==> src/rtl/correlator_sequencer_if.sv <==
// Control handshake, result display and ROM read port of the correlator sequencer.
// The slave modport is the sequencer; the master modport is the host plus ROM.
interface correlator_sequencer_if #(
    parameter int unsigned DEPTH   = 8,
    parameter int unsigned FIELD_W = 3,
    parameter int unsigned ACC_W   = 9
);
    localparam int unsigned AW = $clog2(DEPTH);

    logic                   start;
    logic                   abort;
    logic [1:0]             len_sel;
    logic                   rom_en;
    logic [AW-1:0]          rom_addr;
    logic [2*FIELD_W-1:0]   rom_data;
    logic                   busy;
    logic                   done;
    logic [ACC_W-1:0]       result;
    logic [6:0]             seg;

    modport master (
        output start, abort, len_sel, rom_data,
        input  rom_en, rom_addr, busy, done, result, seg
    );

    modport slave (
        input  start, abort, len_sel, rom_data,
        output rom_en, rom_addr, busy, done, result, seg
    );
endinterface

==> src/rtl/correlator_sequencer.sv <==
// One-multiplier correlator: streams N = 2^len_sel ROM words, sums a*b per word,
// and reports the sum in binary and as an active-low 7-segment digit.
module correlator_sequencer #(
    parameter int unsigned DEPTH   = 8,
    parameter int unsigned FIELD_W = 3,
    parameter int unsigned ACC_W   = 9
) (
    input  logic                    clk,
    input  logic                    rst,
    correlator_sequencer_if.slave   bus
);
    localparam int unsigned AW = $clog2(DEPTH);
    localparam int unsigned PW = 2 * FIELD_W;

    typedef enum logic [1:0] {
        S_IDLE  = 2'd0,
        S_RUN   = 2'd1,
        S_DRAIN = 2'd2,
        S_DONE  = 2'd3
    } state_t;

    state_t             r_state;
    state_t             w_next;
    logic [AW-1:0]      r_cnt;
    logic [AW-1:0]      r_last;
    logic               r_v;
    logic [ACC_W-1:0]   r_acc;
    logic [ACC_W-1:0]   r_result;

    logic               w_rom_en;
    logic               w_busy;
    logic               w_done;
    logic               w_accept;
    logic               w_abort;
    logic [AW-1:0]      w_len_last;
    logic [PW-1:0]      w_prod;
    logic [ACC_W-1:0]   w_acc_next;
    logic [6:0]         w_seg;

    assign w_len_last = AW'((32'd1 << bus.len_sel) - 32'd1);

    always_ff @(posedge clk or posedge rst) begin
        if (rst) begin
            r_state <= S_IDLE;
        end else begin
            r_state <= w_next;
        end
    end

    always_comb begin
        w_next   = r_state;
        w_rom_en = 1'b0;
        w_busy   = 1'b1;
        w_done   = 1'b0;
        w_accept = 1'b0;
        w_abort  = 1'b0;
        case (r_state)
            S_IDLE: begin
                w_busy = 1'b0;
                if (bus.start) begin
                    w_accept = 1'b1;
                    w_next   = S_RUN;
                end
            end
            S_RUN: begin
                w_rom_en = 1'b1;
                if (bus.abort) begin
                    w_abort = 1'b1;
                    w_next  = S_IDLE;
                end else if (r_cnt == r_last) begin
                    w_next = S_DRAIN;
                end
            end
            S_DRAIN: begin
                if (bus.abort) begin
                    w_abort = 1'b1;
                    w_next  = S_IDLE;
                end else begin
                    w_next = S_DONE;
                end
            end
            S_DONE: begin
                w_done = 1'b1;
                w_next = S_IDLE;
            end
            default: begin
                w_busy = 1'b0;
                w_next = S_IDLE;
            end
        endcase
    end

    assign w_prod = {{FIELD_W{1'b0}}, bus.rom_data[FIELD_W-1:0]}
                  * {{FIELD_W{1'b0}}, bus.rom_data[PW-1:FIELD_W]};

    always_comb begin
        w_acc_next = r_acc;
        if (r_v) begin
            w_acc_next = r_acc + ACC_W'(w_prod);
        end
    end

    // result is loaded with the final accumulate on the DRAIN->DONE edge so it is
    // already valid while done is high.
    always_ff @(posedge clk or posedge rst) begin
        if (rst) begin
            r_cnt    <= '0;
            r_last   <= '0;
            r_v      <= 1'b0;
            r_acc    <= '0;
            r_result <= '0;
        end else begin
            r_v <= w_rom_en && !w_abort;
            if (w_accept) begin
                r_cnt  <= '0;
                r_last <= w_len_last;
                r_acc  <= '0;
            end else if (w_abort) begin
                r_cnt <= '0;
                r_acc <= '0;
            end else begin
                r_acc <= w_acc_next;
                if (w_rom_en) begin
                    r_cnt <= r_cnt + AW'(1);
                end
            end
            if (r_state == S_DRAIN && !w_abort) begin
                r_result <= w_acc_next;
            end
        end
    end

    always_comb begin
        w_seg = 7'b1111110;
        if (r_result <= ACC_W'(9)) begin
            case (r_result[3:0])
                4'd0:    w_seg = 7'b0000001;
                4'd1:    w_seg = 7'b1001111;
                4'd2:    w_seg = 7'b0010010;
                4'd3:    w_seg = 7'b0000110;
                4'd4:    w_seg = 7'b1001100;
                4'd5:    w_seg = 7'b0100100;
                4'd6:    w_seg = 7'b0100000;
                4'd7:    w_seg = 7'b0001111;
                4'd8:    w_seg = 7'b0000000;
                4'd9:    w_seg = 7'b0000100;
                default: w_seg = 7'b1111110;
            endcase
        end
    end

    assign bus.rom_en   = w_rom_en;
    assign bus.rom_addr = w_rom_en ? r_cnt : '0;
    assign bus.busy     = w_busy;
    assign bus.done     = w_done;
    assign bus.result   = r_result;
    assign bus.seg      = w_seg;
endmodule

==> src/flat_wrapper.sv <==
// flat-port wrapper written by rule: the top's interface ports become plain ports
module correlator_sequencer_flat 
#(
    parameter int unsigned DEPTH   = 8,
    parameter int unsigned FIELD_W = 3,
    parameter int unsigned ACC_W   = 9
)
  (clk, rst, bus_start, bus_abort, bus_len_sel, bus_rom_data, bus_rom_en, bus_rom_addr, bus_busy, bus_done, bus_result, bus_seg);
  correlator_sequencer_if #(.DEPTH(DEPTH), .FIELD_W(FIELD_W), .ACC_W(ACC_W)) bus_i ();
  input  logic clk;
  input  logic rst;
  input wire logic [$bits(bus_i.start)-1:0] bus_start;
  input wire logic [$bits(bus_i.abort)-1:0] bus_abort;
  input wire logic [$bits(bus_i.len_sel)-1:0] bus_len_sel;
  input wire logic [$bits(bus_i.rom_data)-1:0] bus_rom_data;
  output wire logic [$bits(bus_i.rom_en)-1:0] bus_rom_en;
  output wire logic [$bits(bus_i.rom_addr)-1:0] bus_rom_addr;
  output wire logic [$bits(bus_i.busy)-1:0] bus_busy;
  output wire logic [$bits(bus_i.done)-1:0] bus_done;
  output wire logic [$bits(bus_i.result)-1:0] bus_result;
  output wire logic [$bits(bus_i.seg)-1:0] bus_seg;
  assign bus_i.start = bus_start;
  assign bus_i.abort = bus_abort;
  assign bus_i.len_sel = bus_len_sel;
  assign bus_i.rom_data = bus_rom_data;
  assign bus_rom_en = bus_i.rom_en;
  assign bus_rom_addr = bus_i.rom_addr;
  assign bus_busy = bus_i.busy;
  assign bus_done = bus_i.done;
  assign bus_result = bus_i.result;
  assign bus_seg = bus_i.seg;
  correlator_sequencer #(.DEPTH(DEPTH), .FIELD_W(FIELD_W), .ACC_W(ACC_W)) u_core (.clk(clk), .rst(rst), .bus(bus_i));
endmodule
==> config.mk <==
export PLATFORM = sky130hd
export DESIGN_NAME = correlator_sequencer_flat
export DESIGN_NICKNAME = d
export VERILOG_FILES = /design/src/rtl/correlator_sequencer_if.sv /design/src/rtl/correlator_sequencer.sv /design/src/flat_wrapper.sv
export SDC_FILE = /design/constraint.sdc
export NUM_CORES = 1
export LEC_CHECK = 0
export CELL_PAD_IN_SITES_DETAIL_PLACEMENT = 0
export CELL_PAD_IN_SITES_GLOBAL_PLACEMENT = 1
export CORE_MARGIN = 5
export CORE_UTILIZATION = 35
export CTS_CLUSTER_SIZE = 10
export DETAILED_ROUTE_END_ITERATION = 10
export GPL_ROUTABILITY_DRIVEN = 0
export PLACE_DENSITY_LB_ADDON = 0.2
export SKIP_LAST_GASP = 1
export SYNTH_ARGS = -nofsm -noshare
export SYNTH_HDL_FRONTEND = slang
export SYNTH_SLANG_ARGS = --single-unit
==> constraint.sdc <==
create_clock -name clk -period 2.4 [get_ports clk]
set_clock_uncertainty 0.05 [all_clocks]
set_input_delay 0.48 -clock clk [delete_from_list [all_inputs] [get_ports clk]]
set_output_delay 0.48 -clock clk [all_outputs]
set_load 0.01 [all_outputs]
# == Word-level counts from Yosys, hierarchy flattened ==
# Memory sizes are Yosys's and may differ from the RTL's.
# Cells that the tools add are included.
# totals
out_inout_bits,22
inputBits,12
wordCells,46
register_bits,27
memories,1
mem_bits_ro,112
# mem_list
name,depth,width,read_ports,rd_clocked_by_memory_dff,wr,line,text
(name not given),16,7,1,0,0,correlator_sequencer.sv:136,case (r_result[3:0])
# classes
reduce_logical,7
eq_ne,6
shifts,1
muxes,20
multipliers,1
addsub,3
magnitude_cmp,1
# op_table
cell,n
$mux 9,3
$mux 3,4
$add 9x6->9,1
$le 9x4->1 const B,1
$mux 2,4
$pmux 2 s4,1
$mux 1,7
$mux 7,1
$mul 3x3->6,1
$eq 2x2->1 const B,2
$add 3x1->3 const B,1
$eq 3x3->1,1
$ne 3x2->1 const B,1
$reduce_bool 3->1,1
$shl 1x2->3 const A,1
$sub 3x1->3 const B,1
$eq 2x1->1 const B,1
$logic_and 1x1->1,2
$logic_not 2->1,1
$ne 2x2->1 const B,1
$reduce_and 2->1,1
$reduce_or 2->1,1
$logic_not 1->1,1

# == Logic depth before layout (Yosys ltp) ==
# Gate-level depths: netlist of the first run.
# logic_depth
depth_word,5
ltp_mapped,11
ltp_nobuf,11

# == Worst setup path before layout of the first run ==
# No wires, ideal clock.
# synth_path
path_kind,input-to-reg
from,input port bus_rom_data[0]
to,register u_core.r_result[7] (netlist: u_core.bus.result[7])
setup_time_ns,0.127
stages,10
path_buffers,0
slack_ns,-0.617
t_required_ns,2.223
arrival_time_ns,2.840
cell_sequence,nand2_1 -> fa_1 -> inv_1 -> fa_1 -> fa_1 -> a211oi_1 -> nor2_1 -> o211ai_1 -> xor2_1 -> o21ai_0
# synth_between
elab_chain_cells,3
# synth_lines
item,line,text
"start, declared",flat_wrapper.sv:15,input wire logic [$bits(bus_i.rom_data)-1:0] bus_rom_data;
$mul 3x3->6,correlator_sequencer.sv:94,"* {{FIELD_W{1'b0}}, bus.rom_data[PW-1:FIELD_W]};"
$add 9x6->9,correlator_sequencer.sv:99,w_acc_next = r_acc + ACC_W'(w_prod);
$mux 9,correlator_sequencer.sv:98,if (r_v) begin
"end signal, assigned",correlator_sequencer.sv:128,r_result <= w_acc_next;
"end, declared",correlator_sequencer.sv:28,logic [ACC_W-1:0] r_result;
# Every way passes these cells.
# A chain may end at the register's enable or synchronous reset.

# == Final worst setup path of the first run ==
# layout_path
from,input port bus_rom_data[1]
to,register u_core.r_result[7] (netlist: u_core.bus.result[7])
# Same word-level chain as after synthesis.

==> impl_summary.txt, run 1 <==
----------------------------------------------------
[Clock network]
  Number of buffers inserted during clock tree synthesis ... 3
  Clock input transition at the sequential cells of the worst setup and hold paths ... 90 ps
  Worst-Skew Late Latency ... 270 ps
  Level count of the clock H-tree ... 1
  Root buffer selected by CTS ... sky130_fd_sc_hd__clkbuf_8
  Clock tree from TritonCTS ... done
  Maximum buffer depth of the clock tree ... 2
  Clock sink count ... 27

[STA]
  Hold Worst Slack ... 452 ps
  Worst Slack Setup Final ... -299 ps
  RSZ-0062 raised after global routing ... yes
  Peak clock frequency supported by timing ... 371 MHz
  Worst max-slew margin expressed relative to the limit ... 70.5%
  Worst Max-Slew Pin Slew ... 441 ps
  Crit share post-route ... 112%
  Final slew viol count ... 0
  Final setup violation count ... 12
  Final Critical Period ... 2700 ps
  Count of final hold-check violations ... 0

[GRT]
  Initial antenna violation count ... 0
  Total global-route track usage ... 12.1%
  Wire length of the first global-routing pass ... 6320 microns
  Pin count of the biggest net entering global routing ... 28
  Global route overflow ... 0
  Number of global-route vias before repair ... 1368

[Cells and area]
  Area of the multi-input gates ... 1110 sq um
  Area of all placed cells without fillers ... 2500 sq um
  Layout fillers ... 503
  Number of antenna cells inserted ... 0
  NumNets Final ... 288
  Leading cell type in the layout, fill and taps excluded ... sky130_fd_sc_hd__dfrtp_1
  Commonest cells after routing, fill and taps aside ... sky130_fd_sc_hd__dfrtp_1 (27), sky130_fd_sc_hd__nand2_1 (23), sky130_fd_sc_hd__nor2_1 (22)
  Synthesis-to-finish area growth ... 39.0%
  FF/Latch Area ... 676 sq um
  Share of post-route cells with drive strength above 1 ... 20.4%

[Worst setup path]
  Data arrival time of the critical path ... 2810 ps
  Most repeated library cell on the critical path ... sky130_fd_sc_hd__fa_2
  Cell with the largest stage delay on the worst path ... sky130_fd_sc_hd__fa_1
  Number of buffers and inverters on the critical path ... 2
  Worst path max stage delay ... 520 ps
  Critical Path Source Type ... primary input
  Crit-path cells ... buf_6 -> nand2_4 -> fa_1 -> inv_1 -> fa_2 -> fa_2 -> a211oi_2 -> nor2_1 -> o211ai_1 -> xor2_1 -> o21ai_1
  CP delay by family, top ... adder cells
  Classification of the worst setup path ... in -> reg
  Category of the worst setup path capture point ... register
  Peak fanout along the critical path ... 3
  Required time at the endpoint of the critical path ... 2510 ps

[Detailed routing]
  Number of DRC violations after detailed routing ... 0
  Routed wire per std cell ... 11.8 microns
  Via Count ... 1467
  Number of nets with antenna violations after detailed routing ... 0
  Per-cell via count in the routed design ... 4.58
  Number of detailed-route iterations in the first pass ... 5
  Routed wire length ... 3780 microns
  Initial DRC Count ... 40

[Placement]
  Half-perimeter wire length of the detailed placement result ... 3000 microns
  Total of buffers placed on input and output ports ... 33
  Area of placed instances ... 2350 sq um
  Pre-CTS setup slack ... -1130 ps

[Floorplanning]
  Chip width ... 81.7 microns
  Row cnt ... 26
  Die Outline Area ... 6670 sq um
  Std-Cell Core Area ... 5040 sq um
  Initial core utilization ... 35.7%
  Number of primary I/O pins ... 34
  Die H ... 81.7 microns

[Logic synthesis]
  Syn nets ... 235
  Count of unique library cells instantiated by Yosys ... 26
  Most used flip-flop cell after synthesis ... sky130_fd_sc_hd__dfrtp_1
  Warnings from Yosys ... 0
  Mapped Area ... 1800 sq um
  Count of flip-flops with a built-in enable after synthesis ... 0
  Proportion of register bits with asynchronous set or reset after synthesis ... 100%
  Mean Syn Cell Area ... 9.08 sq um
  Number of register bits inferred by synthesis ... 27
  Post-Syn Instances ... 198
  Fraction of the yosys area taken by sequential cells ... 37.6%

[Power]
  Highest ir drop seen on vdd ... 0.396 mV
  PwrDens ... 1020 nW/um^2
  Static leakage ... 0.00121 uW

[Job]
  # Max-Cap Violations ... 0

[Outcome]
  Failing checks ... setup timing
  Outcome ... finished, violations left

[Hold path]
  Classification of the worst-slack hold path ... reg -> reg

----------------------------------------------------
-- synthesized netlist by cell type, types with 4 or more instances --
| cell | number | area (sq um) |
|---|---|---|
| sky130_fd_sc_hd__and2_1 | 8 | 50.1 |
| sky130_fd_sc_hd__fa_1 | 5 | 100 |
| sky130_fd_sc_hd__xnor2_1 | 5 | 43.8 |
| sky130_fd_sc_hd__nor2_1 | 22 | 82.6 |
| sky130_fd_sc_hd__inv_1 | 18 | 67.6 |
| sky130_fd_sc_hd__xor2_1 | 5 | 43.8 |
| sky130_fd_sc_hd__mux2i_1 | 6 | 60.1 |
| sky130_fd_sc_hd__o21ai_0 | 17 | 85.1 |
| sky130_fd_sc_hd__dfrtp_1 | 27 | 676 |
| sky130_fd_sc_hd__nand2_1 | 26 | 97.6 |
| sky130_fd_sc_hd__buf_2 | 5 | 25.0 |
| sky130_fd_sc_hd__ha_1 | 20 | 250 |
| sky130_fd_sc_hd__nor3_1 | 4 | 20.0 |
| sky130_fd_sc_hd__a21oi_1 | 10 | 50.1 |
-- what timing repair did --
item                                   in CTS  in global routing
resized for setup                          46                 10
hold buffers                                0                  0
pin swaps                                  14                 17
setup endpoints to repair                  21                 16
endpoints found under the hold margin       0                  0
buffers inserted                            0                  4
-- stage by stage --
stage	utilization, %	cells	TNS [ps]	power [uW]
global route	49.6	320	-3710	2810
CTS	48.2	316	-2770	2540
finish	49.6	320	-2370	2560
detailed placement	46.6	312	-14090	2270
floorplan	-	198	-2870	1600
global placement	46.6	312	-13770	2270
-- flip-flops by register name (all words and copies together), names as in the netlist --
name	count
u_core.bus.result	9
u_core.r_acc	9
u_core.r_cnt	3
u_core.r_last	3
u_core.r_state	2
u_core.r_v	1
-- path summary, 6_finish.rpt --
path | endpoint | slack, ps | startpoint | cells past startpoint
max reg2reg | u_core.bus.result[7]$_DFFE_PP0P_ | 130 | u_core.r_acc[2]$_DFF_PP0_ | 7
min reg2reg | u_core.r_last[0]$_DFFE_PP0P_ | 450 | u_core.r_last[0]$_DFFE_PP0P_ | 2
max | u_core.bus.result[7]$_DFFE_PP0P_ | -300 | bus_rom_data[1] | 11
min | u_core.r_last[0]$_DFFE_PP0P_ | 450 | u_core.r_last[0]$_DFFE_PP0P_ | 2
min in group asynchronous | u_core.r_state[1]$_DFFE_PP0P_ | 500 | rst | 3
max in group asynchronous | u_core.r_acc[6]$_DFF_PP0_ | 1540 | rst | 3
-- cell families (layout without fill, tap and decap cells) --
group	after synthesis	count (layout)	share of synthesized area, %
multiplexers	7	7	3.97
AO/OA/AOI/OAI	39	39	13.1
adder cells (fa/ha/maj)	25	25	19.5
flip-flops	27	27	37.6
buffers and inverters	25	77	5.57
XOR/XNOR	10	10	4.87
AND/OR/NAND/NOR	65	65	15.4
-- per-layer routing --
layer | global-route usage, % | share of wire, %
met5 | 0 | 0
met4 | 2.49 | 0.95
met3 | 3.07 | 4.2
met2 | 19.1 | 46
met1 | 16.7 | 49
-- tightest hold or removal path, stage by stage (launching register included) --
cell	delay (ps)
sky130_fd_sc_hd__dfrtp_1	370
sky130_fd_sc_hd__nand2_1	50
sky130_fd_sc_hd__o21ai_0	60
-- area by class of cell --
| cell class | count | share of cell area [%] |
|---|---|---|
| multi-input combinational | 146 | 44.5 |
| sequential | 27 | 27.0 |
| inverter | 18 | 2.70 |
| timing repair buffer | 55 | 20.4 |
| clock buffer | 4 | 1.80 |
| tap | 70 | 3.51 |
-- where the power goes --
part / internal [uW] / switching (uW)
registers: 589 / 135
logic: 800 / 776
clock network: 119 / 138
Note: power is estimated with default switching activity, not from simulation.
==> run 2, diff against run 1 <==
--- a/config.mk
+++ b/config.mk
@@ -7,12 +7,12 @@
 export LEC_CHECK = 0
 export CELL_PAD_IN_SITES_DETAIL_PLACEMENT = 0
 export CELL_PAD_IN_SITES_GLOBAL_PLACEMENT = 1
-export CORE_MARGIN = 5
 export CORE_UTILIZATION = 35
 export CTS_CLUSTER_SIZE = 10
 export DETAILED_ROUTE_END_ITERATION = 10
 export GPL_ROUTABILITY_DRIVEN = 0
 export PLACE_DENSITY_LB_ADDON = 0.2
+export REMOVE_ABC_BUFFERS = 1
 export SKIP_LAST_GASP = 1
 export SYNTH_ARGS = -nofsm -noshare
 export SYNTH_HDL_FRONTEND = slang
==> run 2 against run 1 <==
The run still ends with setup timing left. Setup slack worse by 11 ps. Largest power group unchanged. Sequential cell count unchanged. Combinational power about the same. Wire length down 3.3%.
==> impl_summary.txt, run 2 (synthesized netlist as in run 1, its figures left out) <==
----------------------------------------------------
[Clock network]
  Worst-Skew Late Latency ... 270 ps (about the same)
  Level count of the clock H-tree ... 1 (unchanged)
  Number of buffers inserted during clock tree synthesis ... 3 (unchanged)
  Clock tree from TritonCTS ... done
  Root buffer selected by CTS ... sky130_fd_sc_hd__clkbuf_8
  Clock input transition at the sequential cells of the worst setup and hold paths ... 90 ps (about the same)
  Clock sink count ... 27 (unchanged)
  Maximum buffer depth of the clock tree ... 2 (unchanged)
  Count of hold-fix buffers inserted at cts ... 0 (unchanged)

[Detailed routing]
  Routed wire per std cell ... 11.7 microns (-0.46%)
  Number of nets with antenna violations after detailed routing ... 0 (unchanged)
  Number of DRC violations after detailed routing ... 0 (unchanged)
  Routed wire length ... 3650 microns (-3.3%)
  Per-cell via count in the routed design ... 4.56 (-0.54%)
  Number of detailed-route iterations in the first pass ... 4 (-1)
  Via Count ... 1418 (-3.3%)
  Initial DRC Count ... 54 (+35%)

[Placement]
  Half-perimeter wire length of the detailed placement result ... 2820 microns (-6.0%)
  Total of buffers placed on input and output ports ... 33 (unchanged)
  Area of placed instances ... 2290 sq um (-2.5%)
  Pre-CTS setup slack ... -1270 ps (-135 ps)
  Number of placed instances, taps included ... 306 (-1.9%)

[Cells and area]
  Share of post-route cells with drive strength above 1 ... 18.9% (-1.5 points)
  Commonest cells after routing, fill and taps aside ... sky130_fd_sc_hd__dfrtp_1 (27), sky130_fd_sc_hd__clkdlybuf4s50_1 (26), sky130_fd_sc_hd__nand2_1 (23)
  Post-layout instance count excluding filler cells ... 311 (-2.8%)
  Layout fillers ... 485 (-3.6%)
  Area of all placed cells without fillers ... 2440 sq um (-2.3%)
  Final core utilization ... 50.7% (+1.1 points)
  NumNets Final ... 282 (-2.1%)
  Leading cell type in the layout, fill and taps excluded ... sky130_fd_sc_hd__dfrtp_1
  Number of antenna cells inserted ... 0 (unchanged)
  Synthesis-to-finish area growth ... 35.8%

[Worst setup path]
  Launching instance or port of the critical path ... bus_rom_data[2]
  Required time at the endpoint of the critical path ... 2500 ps (about the same)
  Critical Path Source Type ... primary input
  Category of the worst setup path capture point ... register
  Data arrival time of the critical path ... 2810 ps (about the same)
  Worst Setup EP ... u_core.bus.result[7]$_DFFE_PP0P_
  Peak fanout along the critical path ... 3 (unchanged)
  Reg-to-reg critical path startpoint ... u_core.r_acc[4]$_DFF_PP0_
  Classification of the worst setup path ... in -> reg
  Worst r2r dst ... u_core.bus.result[7]$_DFFE_PP0P_
  Reg2Reg Setup Slack ... 130 ps (about the same)
  Cell count of the worst reg-to-reg path ... 9 (+2)

[Hold path]
  Classification of the worst-slack hold path ... reg -> reg

[STA]
  RSZ-0062 raised after global routing ... yes
  Final setup violation count ... 15 (+3)
  Worst max-slew margin expressed relative to the limit ... 69.1% (-1.4 points)
  Crit share post-route ... 113% (+0.44 points)
  Worst Max-Slew Pin Slew ... 462 ps (+21.3 ps)
  Worst Slack Setup Final ... -309 ps (-10.5 ps)
  Final Critical Period ... 2710 ps (+10.5 ps)
  Peak clock frequency supported by timing ... 369 MHz (-0.39%)
  Final slew viol count ... 0 (unchanged)
  Count of final hold-check violations ... 0 (unchanged)

[Floorplanning]
  Chip width ... 73.7 microns (-9.8%)
  Initial core utilization ... 37.3% (+1.7 points)
  Die H ... 73.7 microns (-9.8%)
  Number of primary I/O pins ... 34 (unchanged)
  Row cnt ... 25 (-3.8%)
  Std-Cell Core Area ... 4820 sq um (-4.5%)
  Die Outline Area ... 5430 sq um (-19%)

[GRT]
  Wire length of the first global-routing pass ... 6170 microns (-2.4%)
  Number of global-route vias before repair ... 1312 (-4.1%)
  Initial antenna violation count ... 0 (unchanged)
  Pin count of the biggest net entering global routing ... 28 (unchanged)
  Global route overflow ... 0 (unchanged)
  Total global-route track usage ... 14.7% (+2.6 points)

[Power]
  Static leakage ... 0.00115 uW (-5.1%)
  Total design power ... 2570 uW (+0.70%)
  PwrDens ... 1050 nW/um^2 (+3.1%)
  Highest ir drop seen on vdd ... 0.499 mV (+26%)

[Outcome]
  Failing checks ... setup timing
  Outcome ... finished, violations left

[Job]
  # Max-Cap Violations ... 0 (unchanged)

----------------------------------------------------
run 2: area by class of cell:
class | count | area (sq um) | area share (%)
Timing Repair Buffer | 49 | 455 | 18.7
Tap cell | 67 | 83.8 | 3.43
Clock inverter | 1 | 5.00 | 0.205
Multi-Input combinational cell | 146 | 1110 | 45.6
Clock buffer | 3 | 41.3 | 1.69
Sequential cell | 27 | 676 | 27.7
Inverter | 18 | 67.6 | 2.77
run 2: where the power goes:
part           total (uW)  internal [uW]  leakage [uW]  switching (uW)
clock network         248            116     0.0000255             132
registers             740            589      0.000359             151
logic                1590            824      0.000767             762
run 2: worst max-delay path: stages:
cell                       delay, ps
sky130_fd_sc_hd__buf_8            80
sky130_fd_sc_hd__nand2_4          50
sky130_fd_sc_hd__fa_1            530
sky130_fd_sc_hd__inv_1            50
sky130_fd_sc_hd__fa_1            490
sky130_fd_sc_hd__fa_2            390
sky130_fd_sc_hd__a211oi_2        180
sky130_fd_sc_hd__nor2_1           70
sky130_fd_sc_hd__o211ai_1        200
sky130_fd_sc_hd__xor2_1          210
sky130_fd_sc_hd__o21ai_1          90
run 2: routing by layer:
layer,vias up,GRT usage (%),part of all wire (%)
li1,744,-,-
met1,653,21.6,52
met2,19,22.6,45
met3,2,3.16,2.9
met4,0,1.92,0.36
met5,-,0,0
run 2: how the worst min path moves through the flow:
stage	slack, ps	depth (start not counted)	startpoint	endpoint
2_1_floorplan	420	2	u_core.r_last[0]$_DFFE_PP0P_	u_core.r_last[0]$_DFFE_PP0P_
3_3_place_gp	440	2	u_core.r_last[0]$_DFFE_PP0P_	u_core.r_last[0]$_DFFE_PP0P_
3_5_place_dp	440	2	u_core.r_last[2]$_DFFE_PP0P_	u_core.r_last[2]$_DFFE_PP0P_
4_1_cts	470	2	u_core.r_last[2]$_DFFE_PP0P_	u_core.r_last[2]$_DFFE_PP0P_
5_1_grt	510	2	u_core.r_last[2]$_DFFE_PP0P_	u_core.r_last[2]$_DFFE_PP0P_
6_report	460	2	u_core.r_last[2]$_DFFE_PP0P_	u_core.r_last[2]$_DFFE_PP0P_
run 2: through the flow:
stage	TNS, ps	hold WS (ps)
5_1_grt	-4580	511
3_3_place_gp	-14050	439
6_report	-2560	462
4_1_cts	-2530	466
3_5_place_dp	-14650	445
2_1_floorplan	-4960	419
run 2: repair_timing:
item / 4_1_cts / 5_1_grt
buffers inserted: 1 / 0
pin swaps: 29 / 3
setup endpoints to repair: 23 / 23
resized for setup: 54 / 6
==> run 3, diff against run 2 <==
--- a/config.mk
+++ b/config.mk
@@ -5,6 +5,7 @@
 export SDC_FILE = /design/constraint.sdc
 export NUM_CORES = 1
 export LEC_CHECK = 0
+export ABC_CLOCK_PERIOD_IN_PS = 2400
 export CELL_PAD_IN_SITES_DETAIL_PLACEMENT = 0
 export CELL_PAD_IN_SITES_GLOBAL_PLACEMENT = 1
 export CORE_UTILIZATION = 35
==> constraint.sdc (replaced) <==
create_clock -name clk -period 2.4 [get_ports clk]
set_clock_uncertainty 0.05 [all_clocks]
set_input_delay 0.48 -clock clk [delete_from_list [all_inputs] [get_ports clk]]
set_output_delay 0.48 -clock clk [all_outputs]
set_load 0.02 [all_outputs]
==> run 3 against run 2 <==
The flow still finishes with violations (setup timing). Global-route usage increased by 0.98 points. Utilization increased by 0.91 points. Combinational power increased by 8%.
==> impl_summary.txt, run 3 (synthesized netlist as in run 1, its figures left out) <==
----------------------------------------------------
[Cells and area]
  NumNets Final ... 286 (+1.4%)
  Number of antenna cells inserted ... 0 (unchanged)
  Share of post-route cells with drive strength above 1 ... 20.2% (+1.3 points)
  Synthesis-to-finish area growth ... 38.2%
  Leading cell type in the layout, fill and taps excluded ... sky130_fd_sc_hd__dfrtp_1
  Commonest cells after routing, fill and taps aside ... sky130_fd_sc_hd__dfrtp_1 (27), sky130_fd_sc_hd__nand2_1 (23), sky130_fd_sc_hd__nor2_1 (22)

[STA]
  Hold Worst Slack ... 461 ps (-0.402 ps)
  Worst Slack Setup Final ... -288 ps (+21.1 ps)
  Final Critical Period ... 2690 ps (-21.1 ps)
  Worst Max-Slew Pin Slew ... 443 ps (-19.2 ps)
  RSZ-0062 raised after global routing ... yes
  Count of final hold-check violations ... 0 (unchanged)
  Worst max-slew margin expressed relative to the limit ... 70.4% (+1.3 points)
  Peak clock frequency supported by timing ... 372 MHz (+0.78%)
  Crit share post-route ... 112% (-0.88 points)
  Final slew viol count ... 0 (unchanged)
  Final setup violation count ... 12 (-3)

[Detailed routing]
  Number of nets with antenna violations after detailed routing ... 0 (unchanged)
  Routed wire length ... 3840 microns (+5.1%)
  Routed wire per std cell ... 12.2 microns (+3.7%)
  Number of DRC violations after detailed routing ... 0 (unchanged)
  Per-cell via count in the routed design ... 4.70 (+3.0%)
  Via Count ... 1480 (+4.4%)
  Initial DRC Count ... 45 (-17%)
  Number of detailed-route iterations in the first pass ... 4 (unchanged)

[Worst setup path]
  Reg2Reg Setup Slack ... 160 ps (+30 ps)
  Required time at the endpoint of the critical path ... 2510 ps (about the same)
  Worst r2r dst ... u_core.bus.result[7]$_DFFE_PP0P_
  Critical Path Source Type ... primary input
  Reg-to-reg critical path startpoint ... u_core.r_acc[4]$_DFF_PP0_
  Classification of the worst setup path ... in -> reg
  Data arrival time of the critical path ... 2800 ps (about the same)
  Category of the worst setup path capture point ... register
  Peak fanout along the critical path ... 3 (unchanged)
  Cell count of the worst reg-to-reg path ... 9 (unchanged)

[Hold path]
  Endpoint with the worst hold slack ... u_core.r_last[0]$_DFFE_PP0P_
  Cell depth of the worst min-delay path ... 2 (unchanged)
  Classification of the worst-slack hold path ... reg -> reg
  Min-Delay Startpoint ... u_core.r_last[0]$_DFFE_PP0P_

[Clock network]
  Maximum buffer depth of the clock tree ... 2 (unchanged)
  Level count of the clock H-tree ... 1 (unchanged)
  Worst-Skew Late Latency ... 270 ps (about the same)
  Count of hold-fix buffers inserted at cts ... 0 (unchanged)
  Clock tree from TritonCTS ... done
  Number of buffers inserted during clock tree synthesis ... 3 (unchanged)
  Root buffer selected by CTS ... sky130_fd_sc_hd__clkbuf_8
  Clock input transition at the sequential cells of the worst setup and hold paths ... 90 ps (about the same)
  Clock sink count ... 27 (unchanged)

[Floorplanning]
  Row cnt ... 25 (unchanged)
  Die Outline Area ... 5430 sq um (unchanged)
  Number of primary I/O pins ... 34 (unchanged)
  Initial core utilization ... 37.3% (unchanged)
  Std-Cell Core Area ... 4820 sq um (unchanged)
  Die H ... 73.7 microns (unchanged)
  Chip width ... 73.7 microns (unchanged)

[Power]
  Sw Ratio ... 44.7% (+4.1 points)
  Highest ir drop seen on vdd ... 0.491 mV (-1.6%)
  Static leakage ... 0.00120 uW (+4.5%)
  Internal power ... 1490 uW (-2.4%)
  P_sw ... 1200 uW (+15%)
  Clock power frac ... 9.2% (-0.4 points)
  Gate power share ... 63.3% (+1.7 points)
  Part of the power in registers ... 27.5% (-1.2 points)
  PwrDens ... 1090 nW/um^2 (+2.9%)

[Placement]
  Total of buffers placed on input and output ports ... 33 (unchanged)
  Pre-CTS setup slack ... -1200 ps (+67.9 ps)
  Half-perimeter wire length of the detailed placement result ... 2900 microns (+3.1%)

[GRT]
  Total global-route track usage ... 15.7% (+0.98 points)
  Number of global-route vias before repair ... 1353 (+3.1%)
  Initial antenna violation count ... 0 (unchanged)
  Pin count of the biggest net entering global routing ... 28 (unchanged)
  Global route overflow ... 0 (unchanged)
  Wire length of the first global-routing pass ... 6470 microns (+4.9%)

[Job]
  # Max-Cap Violations ... 0 (unchanged)

[Outcome]
  Failing checks ... setup timing
  Outcome ... finished, violations left

----------------------------------------------------
-- run 3: per-stage QoR --
step / cells / util, % / setup TNS (ps) / instance area (sq um) / total power, uW
floorplan: 191 / - / -4960 / 1770 / 1700
global placement: 309 / 48.1 / -14050 / 2310 / 2400
detailed placement: 309 / 48.1 / -14110 / 2310 / 2410
CTS: 314 / 51.0 / -2060 / 2450 / 2700
global route: 315 / 51.6 / -3630 / 2480 / 2940
finish: 315 / 51.6 / -2360 / 2480 / 2700
-- run 3: worst max-delay path: stages --
cell	delay, ps
sky130_fd_sc_hd__buf_8	80
sky130_fd_sc_hd__nand2_4	50
sky130_fd_sc_hd__fa_1	520
sky130_fd_sc_hd__inv_1	50
sky130_fd_sc_hd__fa_1	490
sky130_fd_sc_hd__fa_2	390
sky130_fd_sc_hd__a211oi_2	180
sky130_fd_sc_hd__nor2_1	80
sky130_fd_sc_hd__o211ai_1	200
sky130_fd_sc_hd__xor2_1	200
sky130_fd_sc_hd__o21ai_1	90
-- run 3: how the worst max path moves through the flow --
| stage | from | endpoint | slack [ps] |
|---|---|---|---|
| after floorplan | bus_rom_data[0] | u_core.bus.result[7]$_DFFE_PP0P_ | -630 |
| after global routing | bus_rom_data[3] | u_core.bus.result[7]$_DFFE_PP0P_ | -410 |
| after CTS | bus_rom_data[2] | u_core.bus.result[7]$_DFFE_PP0P_ | -270 |
| after global placement | bus_rom_data[0] | u_core.bus.result[7]$_DFFE_PP0P_ | -1190 |
| after detailed placement | bus_rom_data[0] | u_core.bus.result[7]$_DFFE_PP0P_ | -1200 |
| final | bus_rom_data[3] | u_core.bus.result[7]$_DFFE_PP0P_ | -290 |
-- run 3: repair_timing --
item                       in CTS  in global routing
setup endpoints to repair      24                 18
resized for setup              61                  8
pin swaps                      31                  6
setup buffers                   1                  1
cloned                          0                  0
-- run 3: per-layer routing --
metal | share of wire, % | GRT usage, % | up-vias
li1 | - | - | 757
met1 | 50 | 23.1 | 700
met2 | 47 | 24.5 | 21
met3 | 2.3 | 2.88 | 2
met4 | 0.26 | 1.92 | 0
met5 | 0 | 0 | -
-- run 3: final cells by class --
class / instances / area, sq um
Tap cell: 67 / 83.8
Clock buffer: 4 / 45.0
Sequential cell: 27 / 676
Fill cell: 482 / 2330
Inverter: 18 / 67.6
Multi-Input combinational cell: 146 / 1130
Timing Repair Buffer: 53 / 484
-- run 3: power by group through the flow --
stage	combinational, uW	sequential (uW)	clock [uW]
final	1710	741	249
after global routing	1900	763	280
after CTS	1700	740	261
after detailed placement	1670	738	0
after global placement	1660	736	0
after floorplan	939	766	0
